**src/rtl/id_ex_issue.sv**
```systemverilog
// id_ex_issue: ID/EX pipeline register with EX-side operand forwarding and load-use stall detection
// Ports: clk/rst_n (sync active-low); hold freezes all state; flush squashes the next EX slot;
//   id_* decoded instruction from ID; fw_m_*/fw_w_* EX/MEM and MEM/WB bypass sources;
//   load_stall (comb.) asks the front end to hold; ex_*/alu_* registered EX-stage outputs
//   with forwarded operands; stall_cnt counts load-use stall cycles, saturating.
module id_ex_issue #(
  parameter int REG_AW = 5,
  parameter int CNT_W  = 16
) (
  input  logic              clk,
  input  logic              rst_n,
  input  logic              hold,
  input  logic              flush,
  input  logic              id_valid,
  input  logic [2:0]        id_aluctr,
  input  logic [REG_AW-1:0] id_rs,
  input  logic [REG_AW-1:0] id_rt,
  input  logic [REG_AW-1:0] id_rd,
  input  logic [31:0]       id_rs_val,
  input  logic [31:0]       id_rt_val,
  input  logic [31:0]       id_imm,
  input  logic              id_alusrc,
  input  logic              id_shsel,
  input  logic [3:0]        id_ctl,
  input  logic              fw_m_wr,
  input  logic [REG_AW-1:0] fw_m_rd,
  input  logic [31:0]       fw_m_val,
  input  logic              fw_w_wr,
  input  logic [REG_AW-1:0] fw_w_rd,
  input  logic [31:0]       fw_w_val,
  output logic              load_stall,
  output logic              ex_valid,
  output logic [2:0]        alu_ctr,
  output logic [31:0]       alu_a,
  output logic [31:0]       alu_b,
  output logic [REG_AW-1:0] ex_rd,
  output logic [3:0]        ex_ctl,
  output logic [31:0]       ex_store,
  output logic [CNT_W-1:0]  stall_cnt
);
  typedef struct packed {
    logic              valid;
    logic [2:0]        aluctr;
    logic [REG_AW-1:0] rs;
    logic [REG_AW-1:0] rt;
    logic [REG_AW-1:0] rd;
    logic [31:0]       rs_val;
    logic [31:0]       rt_val;
    logic [31:0]       imm;
    logic              alusrc;
    logic              shsel;
    logic [3:0]        ctl;
  } ex_t;

  ex_t ex;
  logic [31:0] fwd_rs, fwd_rt;

  // $0 is never forwarded; EX/MEM is younger so it wins over MEM/WB
  function automatic logic [31:0] fwd(input logic [REG_AW-1:0] s, input logic [31:0] v);
    return (s == '0) ? v :
           (fw_m_wr && fw_m_rd == s) ? fw_m_val :
           (fw_w_wr && fw_w_rd == s) ? fw_w_val : v;
  endfunction

  // both sources compared regardless of use; the bubble that follows clears this
  assign load_stall = ex.valid && ex.ctl[2] && ex.rd != '0 && id_valid &&
                      (ex.rd == id_rs || ex.rd == id_rt);

  always_ff @(posedge clk)
    if (!rst_n) begin
      ex        <= '0;
      stall_cnt <= '0;
    end else if (!hold) begin
      if (load_stall && !(&stall_cnt)) stall_cnt <= stall_cnt + 1'b1;
      ex <= (flush || load_stall) ? '0 :
            '{id_valid, id_aluctr, id_rs, id_rt, id_rd, id_rs_val, id_rt_val, id_imm,
              id_alusrc, id_shsel, id_ctl & {4{id_valid}}};
    end

  assign fwd_rs   = fwd(ex.rs, ex.rs_val);
  assign fwd_rt   = fwd(ex.rt, ex.rt_val);
  assign alu_a    = ex.shsel ? {27'b0, ex.imm[10:6]} : fwd_rs;
  assign alu_b    = ex.alusrc ? ex.imm : fwd_rt;
  assign ex_store = fwd_rt;
  assign ex_valid = ex.valid;
  assign alu_ctr  = ex.aluctr;
  assign ex_rd    = ex.rd;
  assign ex_ctl   = ex.ctl;
endmodule

```
**config.mk**
```make
export PLATFORM = sky130hd
export DESIGN_NAME = id_ex_issue
export DESIGN_NICKNAME = d
export VERILOG_FILES = /design/src/rtl/id_ex_issue.sv
export SDC_FILE = /design/constraint.sdc
export NUM_CORES = 1
export LEC_CHECK = 0
export CORE_UTILIZATION = 39
export CTS_BUF_LIST = sky130_fd_sc_hd__clkbuf_8 sky130_fd_sc_hd__clkbuf_16
export CTS_CLUSTER_SIZE = 8
export DETAILED_ROUTE_END_ITERATION = 8
export PLACE_DENSITY = 0.78
export SYNTH_ARGS = -nofsm -noshare
export SYNTH_HDL_FRONTEND = slang
export SYNTH_SLANG_ARGS = --single-unit
```
**constraint.sdc**
```tcl
create_clock -name clk -period 2.1 [get_ports clk]
set_input_delay 0.42 -clock clk [delete_from_list [all_inputs] [get_ports clk]]
set_output_delay 0.42 -clock clk [all_outputs]
set_load 0.01 [all_outputs]
```
==> results.md, run 1 <==
- Die area: 19,830 µm²
- Largest net degree at the start of global routing: between 100 and 150
- Core Footprint: 18,770 µm²
- Worst Path Max Fanout: 5
- Htree depth: 4
- Row count: 50
- Initial antenna violation count: 7
- GR Util All Layers: 31.85%
- Sinks on Clock Net: between 100 and 150
- Final worst setup slack: -1.014 ns
- Clock root buffer: clkbuf_16
- Post-Syn Instances: between 800 and 900
- Post-Place Cells: 1,419
- Area leader, netlist: dfxtp_1
- Peak VDD IR: 600.3 µV
- Clk_lat worst skew: ~0.42 ns
- Max frequency: around 320 MHz
- Failing checks: setup timing
- Synth top area cells: dfxtp_1, a22oi_1, nor2b_1, mux2_2, a32oi_1
- First-pass DRT Iterations: 5
- CTS buffer count: 17
- Max Clock Skew: ~0.012 ns
- WP data arrival: between 2 and 3 ns
- Worst rel slew slack: around half
- PD cells: 507.0 nW/µm²
- Xor and xnor area share after synthesis: ~4.8%
- Tmin final: roughly 3.1 ns
- Warnings from Yosys: 0
- Top FF cell, synth: dfxtp_1
- Clock Path Buffers: 2
- Hold path cells: 2
- Post-route DRC: 0
- Cts hold-fix bufs: 0
- Final Max Tran Viols: 0
- CTS tree: yes
- Final std cells w/o fill: 1,523
- Starting Density: around two fifths
- Drt wl/cell: between 20 and 30 µm
- Post-Synth Adder-Cell Area: 0.1664%
- Area share of the largest cell type after synthesis: 36.48%
- Reg-to-reg slack, setup: -0.20 ns
- Worst EP required: 1.68 ns
- Cell variety after synth: 45
- Routability congestion estimate: between 0.8 and 0.9
- FF-to-FF End: ex[30]
- Main combinational cell family by area after synthesis: compound AO/OA/AOI/OAI gates
- Detailed Route WL: ~38,000 µm
- Vias in the first global route: approximately 8,300
- Die width: approximately 140 µm
- Hold EP: stall_cnt[15]
- Area grow syn2layout: 101.6%
- Vias: approximately 9,000
- Critical Path Source Type: flop
- Post-synthesis compound-gate area fraction: between 20% and 30%
- Vias/cell: roughly 5.9
- Final Hold Fails: 0
- Yosys reg bits: between 100 and 150
- Critical path type: flop to output pin
- # setup viols final: 114
- Hold/Removal Path Class: flop to flop
- Worst-Margin Slew: about 0.76 ns
- Syn nets: between 1,000 and 1,500
- Post-synthesis mux area share: 6.741%
- Overflow after GRT: 0
- Clock slew at reported path FFs: about 0.07 ns
- Leakage: roughly 5.7 nW
- Initial DRC count: between 500 and 600
- Reg2reg path depth: 8
- Final worst-path cycle share: 148.3%
- Max Cap Viol: 0
- Fraction of registers with async set/reset: 0%
- Die Height: about 140 µm
- Total Power: slightly below 8 mW
- Synthesized area: 7517 µm²
- Post-synthesis simple-gate area fraction: 16.54%
- Worst Min Path Start: stall_cnt[15]
- DP Wirelength: between 20,000 and 25,000 µm
- DRT antenna net count: 0
- NumNets Final: ~1,500
- Outcome: finished with violations
- Post-synth EDFFs: 0
- WHS: roughly 0.49 ns
- Top Ports: roughly 330
- Layout cells sized above 1: between 40% and 50%
- Sequential element share of the synthesized area: between 30% and 40%
- Mean Syn Cell Area: ~9.1 µm²
- First-pass GRT wire length: approximately 48,000 µm
- Critical path endpoint category: output pin
- RSZ-0062 raised after global routing: yes
- I/O Buffers: 326
- Reg-to-Reg Start: ex_rd[0]
per-stage QoR:
| step | TNS, ns | instance area [µm²] | util [%] | setup WS [ns] |
|---|---|---|---|---|
| 6_report | -85.74 | 15150 | 80.73 | -1.014 |
| 5_1_grt | -94.80 | 15150 | 80.72 | -1.083 |
| 4_1_cts | -84.66 | 13520 | 72.04 | -1.036 |
| 3_5_place_dp | -164.27 | 12380 | 65.97 | -1.396 |
| 3_3_place_gp | -155.40 | 12380 | 65.97 | -1.355 |
| 2_1_floorplan | -10.12 | 8177 | - | -0.1877 |
layout make-up:
cell class / instances / area (µm²)
fillers: 1070 / 3616
clock buffers: 19 / 452.9
repair buffers: 511 / 5385
flip-flops and latches: 137 / 2760
inverters: 59 / 221.5
diodes: 8 / 20.02
clock inverters: 13 / 131.4
multi-input cells: 542 / 5888
well taps: 234 / 292.8
cells in the mapped netlist (2+ instances only):
library cell and n:
nand2_1 16, buf_6 6, o21ai_0 3, mux2_2 35
a32oi_1 36, buf_4 23, mux2i_1 9, o22ai_1 27
o21ai_2 31, nand2b_1 4, nor2b_1 121, xor2_1 29
dfxtp_1 137, nor3_1 11, mux2_1 2, inv_1 59
and2_1 12, and3_1 6, o21ai_1 5, nor3b_1 2
nand4_1 5, a221oi_1 27, nor2_1 6, nand3_1 6
nor4_2 2, xnor2_1 12, buf_2 12, and4_1 2
clkbuf_1 45, a22oi_1 118
logic make-up (layout without fill, tap and decap cells):
family	after synthesis	count (layout)
compound gates	251	252
simple gates	202	202
buf+inv	146	602
flops	137	137
mux	46	46
xor+xnor	41	41
fa+ha+maj	1	1
other cells	0	8
report_power, final:
group	switching, mW	internal [mW]	leakage [nW]
registers	0.0727	2.69	1.12
logic	0.848	1.05	4.33
clock network	1.30	1.72	0.278
worst max-delay path, cell delays in order, from the launching register on:
cell     delay (ns)
dfxtp_2        0.34
xor2_2         0.17
nor4_2         0.37
buf_4          0.21
and3_4         0.21
buf_8          0.15
buf_6          0.10
mux2_4         0.29
mux2i_1        0.19
o21ai_1        0.08
buf_2          0.15
sequential cells by signal, indices dropped and copies added, names as in the netlist:
signal,cells
ex,108
stall_cnt,16
ex_rd,5
ex_ctl,4
alu_ctr,3
ex_valid,1
routing by layer:
layer	global-route usage, %	vias to the layer above	share of wire (%)
met4	17.33	0	6.0
li1	-	3912	-
met5	0	-	0
met1	36.35	4376	37
met3	7.235	156	7.7
met2	55.20	550	50
timing repair:
action	CTS	global route
pin swaps	28	112
buffers inserted	26	28
hold endpoints to repair	0	0
cloned	5	16
endpoints found under the setup margin	100	233
resized for setup	471	278
cell usage in the layout (no fill, tap or decap), types with 8 or more instances in the layout:
master           synthesis  layout
inv_1                   59      59
o21ai_4                  0      22
xor2_1                  29      28
buf_6                    6     115
o22ai_2                  0      11
a32oi_4                  0      12
dfxtp_2                  0      11
clkbuf_16                0      26
a32oi_2                  0      16
dlygate4sd2_1            0       9
buf_12                   0      26
mux2i_1                  9       9
mux2_4                   0      37
buf_2                   12      32
a221oi_4                 0      27
nand2_1                 16      15
buf_8                    0      10
buf_4                   23      84
nor2b_1                121     121
o21ai_2                 31      11
dfxtp_1                137     125
diode_2                  0       8
and2_1                  12      12
a32oi_1                 36       8
a22oi_1                118      43
clkdlybuf4s50_1          0     218
o22ai_1                 27      12
a22oi_2                  0      75
worst max path at each step:
stage	from	end	slack [ns]	depth (start not counted)
floorplan	ex[107]	alu_b[10]	-0.19	7
global placement	fw_m_rd[1]	alu_b[10]	-1.36	10
detailed placement	fw_m_rd[0]	alu_b[10]	-1.40	10
CTS	ex[107]	alu_b[29]	-1.04	9
global route	ex[112]	alu_a[3]	-1.08	10
finish	ex[112]	alu_a[2]	-1.01	10
Power figures use the tool's default switching activity.
==> inputs of run 2 (changes only) <==
Settings changed: HOLD_SLACK_MARGIN from default to 0.1.
==> results of run 2 <==
Final layout, timing and power as in run 1 (identical DEF).
==> inputs of run 3 (changes only) <==
Settings changed: CELL_PAD_IN_SITES_DETAIL_PLACEMENT from default to 1, CELL_PAD_IN_SITES_GLOBAL_PLACEMENT from default to 1, CORE_UTILIZATION 39 to 42, DONT_BUFFER_PORTS from default to 1, PLACE_DENSITY 0.78 to default, PLACE_DENSITY_LB_ADDON from default to 0.1.
==> run 3 against run 2 <==
Worst setup slack worse by 0.036 ns. Clock-buffer cell count down 1. Clock power up 15%. The run still ends with setup timing left. Critical path type unchanged. Non-clock buffer count down 366. Sequential share of layout area up 4.4 points.
==> results.md, run 3 (synthesis results as in run 1) <==
- I/O Buffers: 0 (-100%)
- Worst rel slew slack: 68.60% (+20 points)
- Die width: 135.8 µm (-3.6%)
- Row count: 48 (-4.0%)
- PD cells: 613.8 nW/µm² (+21%)
- Peak VDD IR: 573.3 µV (-4.5%)
- Routability congestion estimate: 0.8777 (+2.7%)
- Initial DRC count: 409 (-24%)
- Drt wl/cell: 34.37 µm (+36%)
- Clock root buffer: clkbuf_16
- Final design instance area without fill: 12,200 µm² (-20%)
- CTS tree: yes
- First-pass DRT Iterations: 7 (+2)
- Htree depth: 4 (unchanged)
- Flip-flop count of the largest register after layout: 108 (unchanged)
- Failing checks: setup timing
- WHS: 0.1431 ns (-0.3499 ns)
- Largest net degree at the start of global routing: 142 (unchanged)
- WP data arrival: 2.73 ns (+0.04 ns)
- Starting Density: 43.16% (+3.1 points)
- Most frequent cells in the layout: dfxtp_1, nor2b_1, a22oi_2
- Sinks on Clock Net: 137 (unchanged)
- Outcome: finished with violations
- Post-route DRC: 0 (unchanged)
- Top reg by flops: ex
- Max frequency: 317.5 MHz (-1.1%)
- Worst setup startpoint: ex[107]
- Die Height: 135.8 µm (-3.6%)
- Clock Path Buffers: 2 (unchanged)
- Vias/cell: 6.699 (+13%)
- Vias: 7,623 (-15%)
- Critical Path Source Type: flop
- Critical path type: flop to output pin
- Layout cells sized above 1: 55.31% (+11 points)
- DP Wirelength: 20,520 µm (-5.6%)
- Area grow syn2layout: 62.23%
- Overflow after GRT: 0 (unchanged)
- Die area: 18,440 µm² (-7.0%)
- Worst Min Path Start: rst_n
- Worst-Margin Slew: 0.4674 ns (-0.2971 ns)
- Core Footprint: 17,420 µm² (-7.2%)
- Tmin final: 3.150 ns (+0.03581 ns)
- Max Clock Skew: 0.008857 ns (-0.002895 ns)
- Ant diodes: 0 (-8)
- Worst Path Max Fanout: 20 (+15)
- Final std cells w/o fill: 1,138 (-25%)
- Final worst-path cycle share: 150.0% (+1.7 points)
- Clk_lat worst skew: 0.42 ns (about the same)
- Commonest non-fill, non-tap cell in the layout: dfxtp_1
- Initial antenna violation count: 0 (-7)
- Leakage: 4.193 nW (-27%)
- Max Cap Viol: 0 (unchanged)
- DRT antenna net count: 0 (unchanged)
- Crit path cell chain: buf_6 > xnor2_2 > nand4_1 > or2_4 > buf_12 > a32oi_1 > o21ai_2 > mux2_4
- Reg-to-Reg Start: ex_rd[0]
- Dpl cell area: 8866 µm² (-28%)
- Critical path endpoint category: output pin
- GR Util All Layers: 34.29% (+2.4 points)
- Final Max Tran Viols: 0 (unchanged)
- Top Ports: 327 (unchanged)
- CTS buffer count: 17 (unchanged)
- Crit-path slowest cell: or2_4
- Detailed Route WL: 39,110 µm (+1.9%)
- RSZ-0062 raised after global routing: yes
- Worst EP required: 1.68 ns (about the same)
- Final worst setup slack: -1.050 ns (-0.03581 ns)
- NumNets Final: 1,104 (-25%)
- Final core occ: 70.02% (-11 points)
- Final Hold Fails: 0 (unchanged)
- First-pass GRT wire length: 46,820 µm (-2.1%)
- Clock slew at reported path FFs: 0.06 ns (about the same)
- Post-Place Cells: 1,058 (-25%)
- Peak per-stage delay on the critical path: 0.40 ns (+0.03 ns)
- Hold/Removal Path Class: input pin to flop
- # setup viols final: 211 (+85%)
- Vias in the first global route: 7,686 (-7.9%)
run 3: path summary, 6_finish.rpt:
kind,cells past startpoint,slack [ns],to
max,8,-1.05,alu_b[1]
min,1,0.14,alu_ctr[1]
max reg2reg,10,-0.24,ex[28]
min reg2reg,2,0.54,ex[83]
run 3: cell type report:
type | instances | area [µm²]
Timing Repair Buffer | 145 | 1928
Inverter | 59 | 221.5
Clock inverter | 12 | 224.0
Tap cell | 225 | 281.5
Clock buffer | 18 | 439.2
Fill cell | 1633 | 5221
Sequential cell | 137 | 2760
Multi-Input combinational cell | 542 | 6341
run 3: critical path, delay by kind of cell, from the launching register on:
| kind | cells | cell delay [ns] |
|---|---|---|
| and+or+nand+nor | 2 | 0.68 |
| AOI/OAI and AO/OA | 2 | 0.49 |
| DFF | 1 | 0.34 |
| buffers and inverters | 2 | 0.32 |
| muxes | 1 | 0.31 |
| xor gates and xnor gates | 1 | 0.16 |
run 3: power by group:
part | leakage [nW] | switching (mW) | internal (mW)
clock network | 0.328 | 1.23 | 2.25
registers | 1.12 | 0.0900 | 2.69
logic | 2.74 | 0.603 | 0.623
total | 4.19 | 1.92 | 5.56
run 3: per-stage QoR:
stage | TNS [ns] | setup WS, ns | power (mW)
2_1_floorplan | -10.12 | -0.1877 | 3.467
3_3_place_gp | -24.57 | -0.3506 | 3.594
3_5_place_dp | -31.63 | -0.4902 | 3.630
4_1_cts | -69.27 | -0.8077 | 7.137
5_1_grt | -99.91 | -1.214 | 7.655
6_report | -89.84 | -1.050 | 7.486
run 3: repair_timing:
action,4_1_cts,5_1_grt
hold buffers,0,0
setup endpoints to repair,106,232
gates cloned,6,16
endpoints found under the hold margin,0,0
gates resized for setup,156,205
buffers inserted,16,17
pin swaps,47,165
run 3: routing by layer:
layer	share of wire (%)	up-vias	track usage (%)
met1	33	3804	34.86
met2	51	474	62.93
met4	5.9	0	14.67
li1	-	3165	-
met3	9.9	180	11.93
met5	0	-	0
